`config.mk`:
```
export PLATFORM = sky130hd
export DESIGN_NAME = reg_wr_arbiter
export DESIGN_NICKNAME = d
export VERILOG_FILES = /design/src/rtl/reg_wr_arb_pkg.sv /design/src/rtl/rr_arb2.sv /design/src/rtl/reg_wr_arbiter.sv
export SDC_FILE = /design/constraint.sdc
export NUM_CORES = 1
export LEC_CHECK = 0
export CORE_ASPECT_RATIO = 0.7
export CORE_MARGIN = 2
export CORE_UTILIZATION = 42
export DETAILED_ROUTE_END_ITERATION = 10
export PLACE_DENSITY_LB_ADDON = 0.08
export REMOVE_ABC_BUFFERS = 1
export SYNTH_ARGS = -nofsm -noshare
export SYNTH_HDL_FRONTEND = slang
export SYNTH_HIERARCHICAL = 1
export SYNTH_SLANG_ARGS = --single-unit
```
`constraint.sdc`:
```
create_clock -name clk -period 3.42 [get_ports clk]
set_input_delay 0.342 -clock clk [delete_from_list [all_inputs] [get_ports clk]]
set_output_delay 0.342 -clock clk [all_outputs]
set_load 0.005 [all_outputs]
```
`src/rtl/reg_wr_arb_pkg.sv`:
```
// Shared types and constants for the register-file write-port arbiter.
package reg_wr_arb_pkg;

  localparam int   NUM_REQ        = 2;
  localparam logic LAST_GRANT_RST = 1'b1;

  // The struct carries the widest fields any instance may use; narrower
  // instances zero-extend into it and slice back out.
  localparam int MAX_ADDR_W = 16;
  localparam int MAX_DATA_W = 64;

  typedef struct packed {
    logic                  valid;
    logic [MAX_ADDR_W-1:0] addr;
    logic [MAX_DATA_W-1:0] data;
  } wr_req_t;

endpackage

```
`src/rtl/rr_arb2.sv`:
```
// Two-way round-robin grant; the pointer (last) lives in the caller.
module rr_arb2 (
  input  logic [1:0] req,
  input  logic       en,
  input  logic       last,
  output logic [1:0] gnt
);

  // NOTE: every output of a combinational block gets a default first, so no path leaves it unassigned and no latch is inferred.
  always_comb begin
    gnt = 2'b00;
    if (en) begin
      unique case (req)
        2'b01:   gnt = 2'b01;
        2'b10:   gnt = 2'b10;
        2'b11:   gnt = last ? 2'b01 : 2'b10;
        default: gnt = 2'b00;
      endcase
    end
  end

endmodule

```
`src/rtl/reg_wr_arbiter.sv`:
```
// Arbitrates the core writeback and debug/loader paths onto the single
// register-file write port, with one registered output stage.
module reg_wr_arbiter
  import reg_wr_arb_pkg::*;
#(
  parameter int ADDR_W = 5,   // must not exceed MAX_ADDR_W
  parameter int DATA_W = 32,  // must not exceed MAX_DATA_W
  parameter int CNT_W  = 16
) (
  input  logic              clk,
  input  logic              rst,
  input  logic              stall,
  input  logic              req0_valid,
  input  logic [ADDR_W-1:0] req0_addr,
  input  logic [DATA_W-1:0] req0_data,
  output logic              req0_ready,
  input  logic              req1_valid,
  input  logic [ADDR_W-1:0] req1_addr,
  input  logic [DATA_W-1:0] req1_data,
  output logic              req1_ready,
  output logic              r3_wr,
  output logic [ADDR_W-1:0] r3_addr,
  output logic [DATA_W-1:0] r3_din,
  output logic              pend_valid,
  output logic [ADDR_W-1:0] pend_addr,
  output logic              r0_drops,
  output logic [CNT_W-1:0]  contend_cnt
);

  wr_req_t              req_s [NUM_REQ];
  wr_req_t              win;
  logic [NUM_REQ-1:0]   gnt;
  logic                 xfer;
  logic                 sel;

  wr_req_t              out_q,        out_d;
  logic                 drop_q,       drop_d;
  logic                 last_grant_q, last_grant_d;
  logic [CNT_W-1:0]     cnt_q,        cnt_d;

  always_comb begin
    req_s[0]       = '0;
    req_s[0].valid = req0_valid;
    req_s[0].addr  = MAX_ADDR_W'(req0_addr);
    req_s[0].data  = MAX_DATA_W'(req0_data);
    req_s[1]       = '0;
    req_s[1].valid = req1_valid;
    req_s[1].addr  = MAX_ADDR_W'(req1_addr);
    req_s[1].data  = MAX_DATA_W'(req1_data);
  end

  // Reset also gates the grant so no handshake completes while it is high.
  rr_arb2 u_rr_arb2 (
    .req  ({req1_valid, req0_valid}),
    .en   (!stall && !rst),
    .last (last_grant_q),
    .gnt  (gnt)
  );

  assign xfer       = |gnt;
  assign sel        = gnt[1];
  assign win        = req_s[sel];
  assign req0_ready = gnt[0];
  assign req1_ready = gnt[1];

  always_comb begin
    out_d        = out_q;
    out_d.valid  = 1'b0;
    drop_d       = 1'b0;
    last_grant_d = last_grant_q;
    cnt_d        = cnt_q;

    if (xfer) begin
      // A $0 target is accepted but lands as a non-write; addr/data still load.
      out_d        = win;
      out_d.valid  = (win.addr != '0);
      drop_d       = (win.addr == '0);
      last_grant_d = sel;
    end

    if (!stall && req0_valid && req1_valid && (cnt_q != '1)) begin
      cnt_d = cnt_q + 1'b1;
    end
  end

  // NOTE: state registers use non-blocking assignments so every flop samples the pre-edge values of the others.
  always_ff @(posedge clk) begin
    if (rst) begin
      out_q        <= '0;
      drop_q       <= 1'b0;
      last_grant_q <= LAST_GRANT_RST;
      cnt_q        <= '0;
    end else begin
      out_q        <= out_d;
      drop_q       <= drop_d;
      last_grant_q <= last_grant_d;
      cnt_q        <= cnt_d;
    end
  end

  assign r3_wr       = out_q.valid;
  assign r3_addr     = out_q.addr[ADDR_W-1:0];
  assign r3_din      = out_q.data[DATA_W-1:0];
  assign pend_valid  = out_q.valid;
  assign pend_addr   = out_q.addr[ADDR_W-1:0];
  assign r0_drops    = drop_q;
  assign contend_cnt = cnt_q;

  // Zero-extended upper struct bits are structurally constant; fold them here.
  logic unused_out_bits;
  assign unused_out_bits = ^out_q;

endmodule

```
==> impl_metrics.py, run 1 <==
metrics = {
    "yosys": {
        "syn-cell-area_um2": 2680,
        "yosys_warnings": 6,
        "syn-mean-instance-area_um2": 8.10,
        "ys.flop_type": "dfxtp_1",
        "synth-seq-cells": 56,
        "synth_cell_types": 30,
        "ys_seq_area_share_pct": 41.8,
        "synth-edff-count": 0,
        "synthCells": 331,
        "ys_async_sr_fraction_pct": 0,
    },
    "drt": {
        "ant_nets": 0,
        "wl_per_cell_um": 14.6,
        "drt_iter0_drc": 132,
        "post_drt_via_cell_ratio": 5.21,
        "drt_wl_total_um": 7790,
        "drt_pass1_iterations": 5,
        "vias": 2774,
        "drc_errors": 0,
    },
    "global_route": {
        "antenna_found_initial": 0,
        "grt_pass1_vias": 2475,
        "grt_max_degree": 80,
        "grtUsageTotal_pct": 21.0,
        "grt_pass1_wl_um": 12000,
        "grt_overflow_total": 0,
    },
    "die": {
        "core_area_um2": 6220,
        "num_io_pins": 142,
        "rows": 24,
        "die_width_um": 99.5,
        "initial_core_util_pct": 43.2,
        "dieArea_um2": 7050,
        "die_h_um": 70.9,
    },
    "cells_and_area": {
        "final_layout_size_suffix_gt1_share_pct": 3.96,
        "stdcell_count": 532,
        "post-route-util_pct": 67.7,
        "antennaDiodeCount": 0,
        "syn_to_final_growth_pct": 56.9,
        "stdcell_area_um2": 4210,
        "fill_cells": 531,
        "final_nets": 533,
    },
    "timing": {
        "rsz0062_at_grt": "no",
        "fin_skew_ps": 10.9,
        "drv_slew": 0,
        "slew_headroom_pct": 49.2,
        "tns_ps": 0,
        "clock.fmax_ghz": 0.465,
        "hold_violations": 0,
        "fin_crit_ps": 2150,
        "final.period_utilization_pct": 62.9,
        "worst_pin_slew_ps": 761,
        "setup_violations": 0,
    },
    "place": {
        "place_area_um2": 4100,
        "gp_congestion": 0.819,
        "dp.cells": 524,
        "io_buffers": 141,
        "place_hpwl_um": 5480,
    },
    "worst_setup_path": {
        "critPathLaunchType": "input pin",
        "cp.required_ps": 3590,
        "crit_path_end": "r3_din[24]$_SDFFE_PP0P_",
        "cpMaxStageDelayCell": "clkdlybuf4s50_1",
        "r2r_cells": 5,
        "cp_num_buf_inv": 2,
        "cpMostUsedCell": "nor2_1",
        "arrival_ps": 2330,
        "path_depth": 8,
        "path_max_fanout": 39,
        "worstSetupStartpoint": "req0_valid",
        "crit_family": "buffers and inverters",
        "rr_endpoint": "contend_cnt[10]$_SDFFE_PP0P_",
        "crit_type": "in2reg",
        "path_cells": "clkdlybuf4s50_1 > nand2_1 > a21oi_4 > buf_4 > mux2i_1 > nor2_1 > a21oi_1 > nor2_1",
        "r2r_setup_slack_ps": 1360,
        "cpPeakStageDelay_ps": 560,
        "r2r-start": "contend_cnt[0]$_SDFFE_PP0P_",
        "critPathCaptureType": "flip-flop",
    },
    "clocking": {
        "hold_buffers": 0,
        "cts_root_buffer": "clkbuf_8",
        "cts_tree": "built",
        "clock_sinks": 56,
        "clock_path_buffers": 2,
        "clk_latency_ps": 300,
        "cts-buffers-inserted": 5,
        "cts_resized": 0,
        "h-tree-depth": 2,
        "postCtsSetupRepairBufs": 0,
        "clk_pin_slew_ps": 100,
    },
    "power_and_ir_drop": {
        "irDropWorstVdd_v": 0.000202,
        "total_power_mw": 1.38,
        "power_density_nw_per_um2": 327,
        "p_leak_nw": 1.51,
    },
    "outcome": {
        "outcome": "completed",
    },
    "min_path": {
        "hold_class": "reg2reg",
    },
    "run": {
        "maxCapViolations": 0,
    },
}
-- per-layer routing --
metal	vias up	global-route usage [%]	share of wire, %
met2	108	33.3	44
met4	0	3.20	0.35
met5	-	0	0
li1	1403	-	-
met1	1261	28.9	46
met3	2	6.72	9.6
-- final cells by class --
cell class                      instances  area, µm²  share of cell area, %
Timing Repair Buffer                  145       1440                   34.1
Multi-Input combinational cell        242       1430                   34.1
Sequential cell                        56       1120                   26.6
Tap cell                               78       97.6                   2.32
Clock buffer                            6       72.6                   1.72
Clock inverter                          2       35.0                  0.833
Inverter                                3       11.3                  0.268
-- power breakdown --
part           total (mW)  internal [mW]  switching (mW)
Clock               0.434          0.218           0.216
Combinational       0.252          0.160          0.0919
Sequential          0.689          0.675          0.0141
-- how the worst min path moves through the flow --
stage,endpoint,slack (ps),depth (start not counted),from
4_1_cts,contend_cnt[6]$_SDFFE_PP0P_,520,1,contend_cnt[6]$_SDFFE_PP0P_
3_3_place_gp,contend_cnt[6]$_SDFFE_PP0P_,480,1,contend_cnt[6]$_SDFFE_PP0P_
2_1_floorplan,contend_cnt[0]$_SDFFE_PP0P_,410,1,rst
6_report,contend_cnt[6]$_SDFFE_PP0P_,520,1,contend_cnt[6]$_SDFFE_PP0P_
3_5_place_dp,contend_cnt[6]$_SDFFE_PP0P_,500,1,contend_cnt[6]$_SDFFE_PP0P_
5_1_grt,contend_cnt[6]$_SDFFE_PP0P_,540,1,contend_cnt[6]$_SDFFE_PP0P_
-- state kept, by name (all words and copies together), names as in the netlist --
signal        cells
contend_cnt      16
last_grant_q      1
pend_addr         5
pend_valid        1
r0_drops          1
r3_din           32
-- cell families after synthesis --
| logic type | after synthesis | share of synthesized area, % |
|---|---|---|
| AO/OA/AOI/OAI | 74 | 15.3 |
| adder cells (fa/ha/maj) | 1 | 0.466 |
| buffers and inverters | 33 | 5.60 |
| flip-flops | 56 | 41.8 |
| multiplexers | 38 | 14.2 |
| AND/OR/NAND/NOR | 129 | 22.7 |
-- metrics by stage --
step / hold WS (ps) / setup slack (ps)
floorplan: 411 / -679
global placement: 484 / 1010
detailed placement: 498 / 1010
CTS: 520 / 1290
global route: 540 / 1150
finish: 518 / 1270
-- layout by cell type, fill, tap and decap left out, types with 2 or more instances in the layout --
master	synthesis	final
o31ai_1	8	8
buf_4	6	4
o21bai_1	2	2
or3_1	7	7
clkbuf_8	0	5
nor3_1	4	4
and4_1	2	2
a31oi_1	2	2
dfxtp_1	56	56
clkdlybuf4s50_1	0	140
a21oi_1	53	51
o21ai_0	6	6
nor4_2	2	2
a21oi_4	0	2
nand3b_1	2	2
a311oi_1	2	2
mux2i_1	37	37
nor2_1	83	83
inv_1	3	3
nand2_1	6	6
nand3_1	7	7
or4_1	7	7
nand4_1	4	4
-- synthesized netlist by cell type, types with 6 or more instances --
| cell | n | area [µm²] |
|---|---|---|
| dfxtp_1 | 56 | 1120 |
| or4_1 | 7 | 52.6 |
| o21ai_0 | 6 | 30.0 |
| clkbuf_1 | 21 | 78.8 |
| nor2_1 | 83 | 312 |
| a21oi_1 | 53 | 265 |
| or3_1 | 7 | 43.8 |
| mux2i_1 | 37 | 370 |
| buf_4 | 6 | 45.0 |
| o31ai_1 | 8 | 60.1 |
| nand2_1 | 6 | 22.5 |
| nand3_1 | 7 | 35.0 |
Note: power is estimated with default switching activity, not from simulation.
==> run 2: changes to the inputs <==
- CORE_UTILIZATION: 42 -> 39
- clock period: 3.42 -> 2.05 ns (I/O delays scaled with it)
==> impl_metrics.py, run 2 (synthesis gave the netlist of run 1 again) <==
metrics = {
    "clocking": {
        "clk_pin_slew_ps": 100,
        "cts_tree": "built",
        "clock_path_buffers": 2,
        "clk_latency_ps": 310,
        "cts_root_buffer": "clkbuf_8",
        "clock_sinks": 56,
        "cts-buffers-inserted": 5,
        "h-tree-depth": 2,
    },
    "worst_setup_path": {
        "path_cells": "nand4_2 > or3_1 > or4_1 > a21oi_1",
        "critPathLaunchType": "flip-flop",
        "crit_family": "simple AND/OR/NAND/NOR gates",
        "critPathCaptureType": "flip-flop",
        "cp.required_ps": 2290,
        "cpPeakStageDelay_ps": 500,
        "cp_num_buf_inv": 0,
        "cpMaxStageDelayCell": "or3_1",
        "path_max_fanout": 9,
        "crit_type": "reg2reg",
        "arrival_ps": 2100,
    },
    "drt": {
        "drt_iter0_drc": 88,
        "drt_wl_total_um": 7970,
        "wl_per_cell_um": 14.0,
        "drt_pass1_iterations": 4,
        "post_drt_via_cell_ratio": 5.05,
        "drc_errors": 0,
        "ant_nets": 0,
        "vias": 2873,
    },
    "outcome": {
        "outcome": "completed",
    },
    "global_route": {
        "antenna_found_initial": 0,
        "grt_pass1_wl_um": 12300,
        "grt_pass1_vias": 2553,
        "grt_overflow_total": 0,
        "grtUsageTotal_pct": 20.6,
        "grt_max_degree": 57,
    },
    "die": {
        "rows": 25,
        "core_area_um2": 6690,
        "die_width_um": 103,
        "num_io_pins": 142,
        "dieArea_um2": 7570,
        "die_h_um": 73.4,
        "initial_core_util_pct": 40.1,
    },
    "cells_and_area": {
        "antennaDiodeCount": 0,
        "layout_common_cells": "clkdlybuf4s50_1 (138), nor2_1 (82), dfxtp_1 (56)",
        "stdcell_area_um2": 4420,
        "largest_register_ffs": 32,
        "final_layout_size_suffix_gt1_share_pct": 8.21,
        "layout_commonest_cell": "clkdlybuf4s50_1",
        "regArea_um2": 1120,
        "stdcell_count": 569,
        "final_nets": 554,
        "multiInputGateArea_um2": 1440,
        "syn_to_final_growth_pct": 64.8,
        "fill_cells": 594,
    },
    "timing": {
        "rsz0062_at_grt": "no",
        "drv_slew": 0,
        "hold_violations": 0,
        "fin_crit_ps": 1850,
        "worst_pin_slew_ps": 606,
        "fin_skew_ps": 7.56,
        "setup_violations": 0,
        "tns_ps": 0,
        "clock.fmax_ghz": 0.539,
        "slew_headroom_pct": 59.6,
        "final.period_utilization_pct": 90.5,
    },
    "run": {
        "maxCapViolations": 0,
    },
    "power_and_ir_drop": {
        "power_density_nw_per_um2": 503,
        "p_leak_nw": 1.65,
        "irDropWorstVdd_v": 0.000265,
    },
    "min_path": {
        "hold_class": "in2reg",
    },
    "place": {
        "place_area_um2": 4280,
        "io_buffers": 141,
        "place_hpwl_um": 5910,
        "dp.cells": 555,
        "gp_congestion": 0.801,
    },
}
==> run 2: changes by cell type in the layout (fill, tap and decap cells not counted), sizes merged <==
cell | previous run | this run
dlygate4sd2 | 0 | 1
buf | 5 | 26
clkbuf | 6 | 8
clkinv | 1 | 0
dlymetal6s2s | 0 | 1
clkdlybuf4s50 | 140 | 138
bufinv | 1 | 0
==> run 2: final cells by class <==
| cell class | count | share of cell area, % |
|---|---|---|
| Timing Repair Buffer | 166 | 37.2 |
| Clock buffer | 8 | 2.04 |
| Inverter | 3 | 0.255 |
| Multi-Input combinational cell | 242 | 32.5 |
| Sequential cell | 56 | 25.4 |
| Tap cell | 94 | 2.66 |
==> run 2: metrics by stage <==
step | hold WS (ps) | worst slack (ps) | utilization, % | power [mW]
after floorplan | 274 | -1910 | - | 1.31
after global placement | 490 | -4.24 | 64.0 | 1.61
after detailed placement | 495 | -45.4 | 64.0 | 1.61
after CTS | 497 | 6.47 | 65.3 | 2.25
after global routing | 514 | 44.9 | 66.1 | 2.33
final | 506 | 195 | 66.1 | 2.23
==> run 2: routing by layer <==
| layer | global-route usage (%) | vias to the layer above | share of wire [%] |
|---|---|---|---|
| met5 | 0 | - | 0 |
| met1 | 28.7 | 1309 | 47 |
| met4 | 5.26 | 0 | 1.2 |
| met2 | 30.1 | 116 | 41 |
| li1 | - | 1442 | - |
| met3 | 7.80 | 6 | 11 |
==> run 2: path summary, 6_finish.rpt <==
path / startpoint / to / slack [ps] / depth (start not counted)
setup / recovery: contend_cnt[4]$_SDFFE_PP0P_ / contend_cnt[15]$_SDFFE_PP0P_ / 200 / 4
hold / removal: req1_data[13] / r3_din[13]$_SDFFE_PP0P_ / 510 / 3
setup reg to reg: contend_cnt[4]$_SDFFE_PP0P_ / contend_cnt[15]$_SDFFE_PP0P_ / 200 / 4
hold reg to reg: contend_cnt[1]$_SDFFE_PP0P_ / contend_cnt[1]$_SDFFE_PP0P_ / 520 / 2
==> run 2: power by group <==
part           switching [mW]  leakage, nW  internal [mW]
sequential             0.0219        0.455           1.13
clock                   0.357       0.0455          0.277
combinational           0.158         1.15          0.286
total                   0.537         1.65           1.69
==> run 2: repair_timing <==
action,CTS,global route
gates resized for setup,1,2
setup buffers,0,6
setup endpoints to repair,1,1
hold buffers,0,0
==> run 2: tightest hold or removal path: stages <==
cell	delay, ps
clkdlybuf4s50_1	450
a21oi_1	60
nor2_1	70
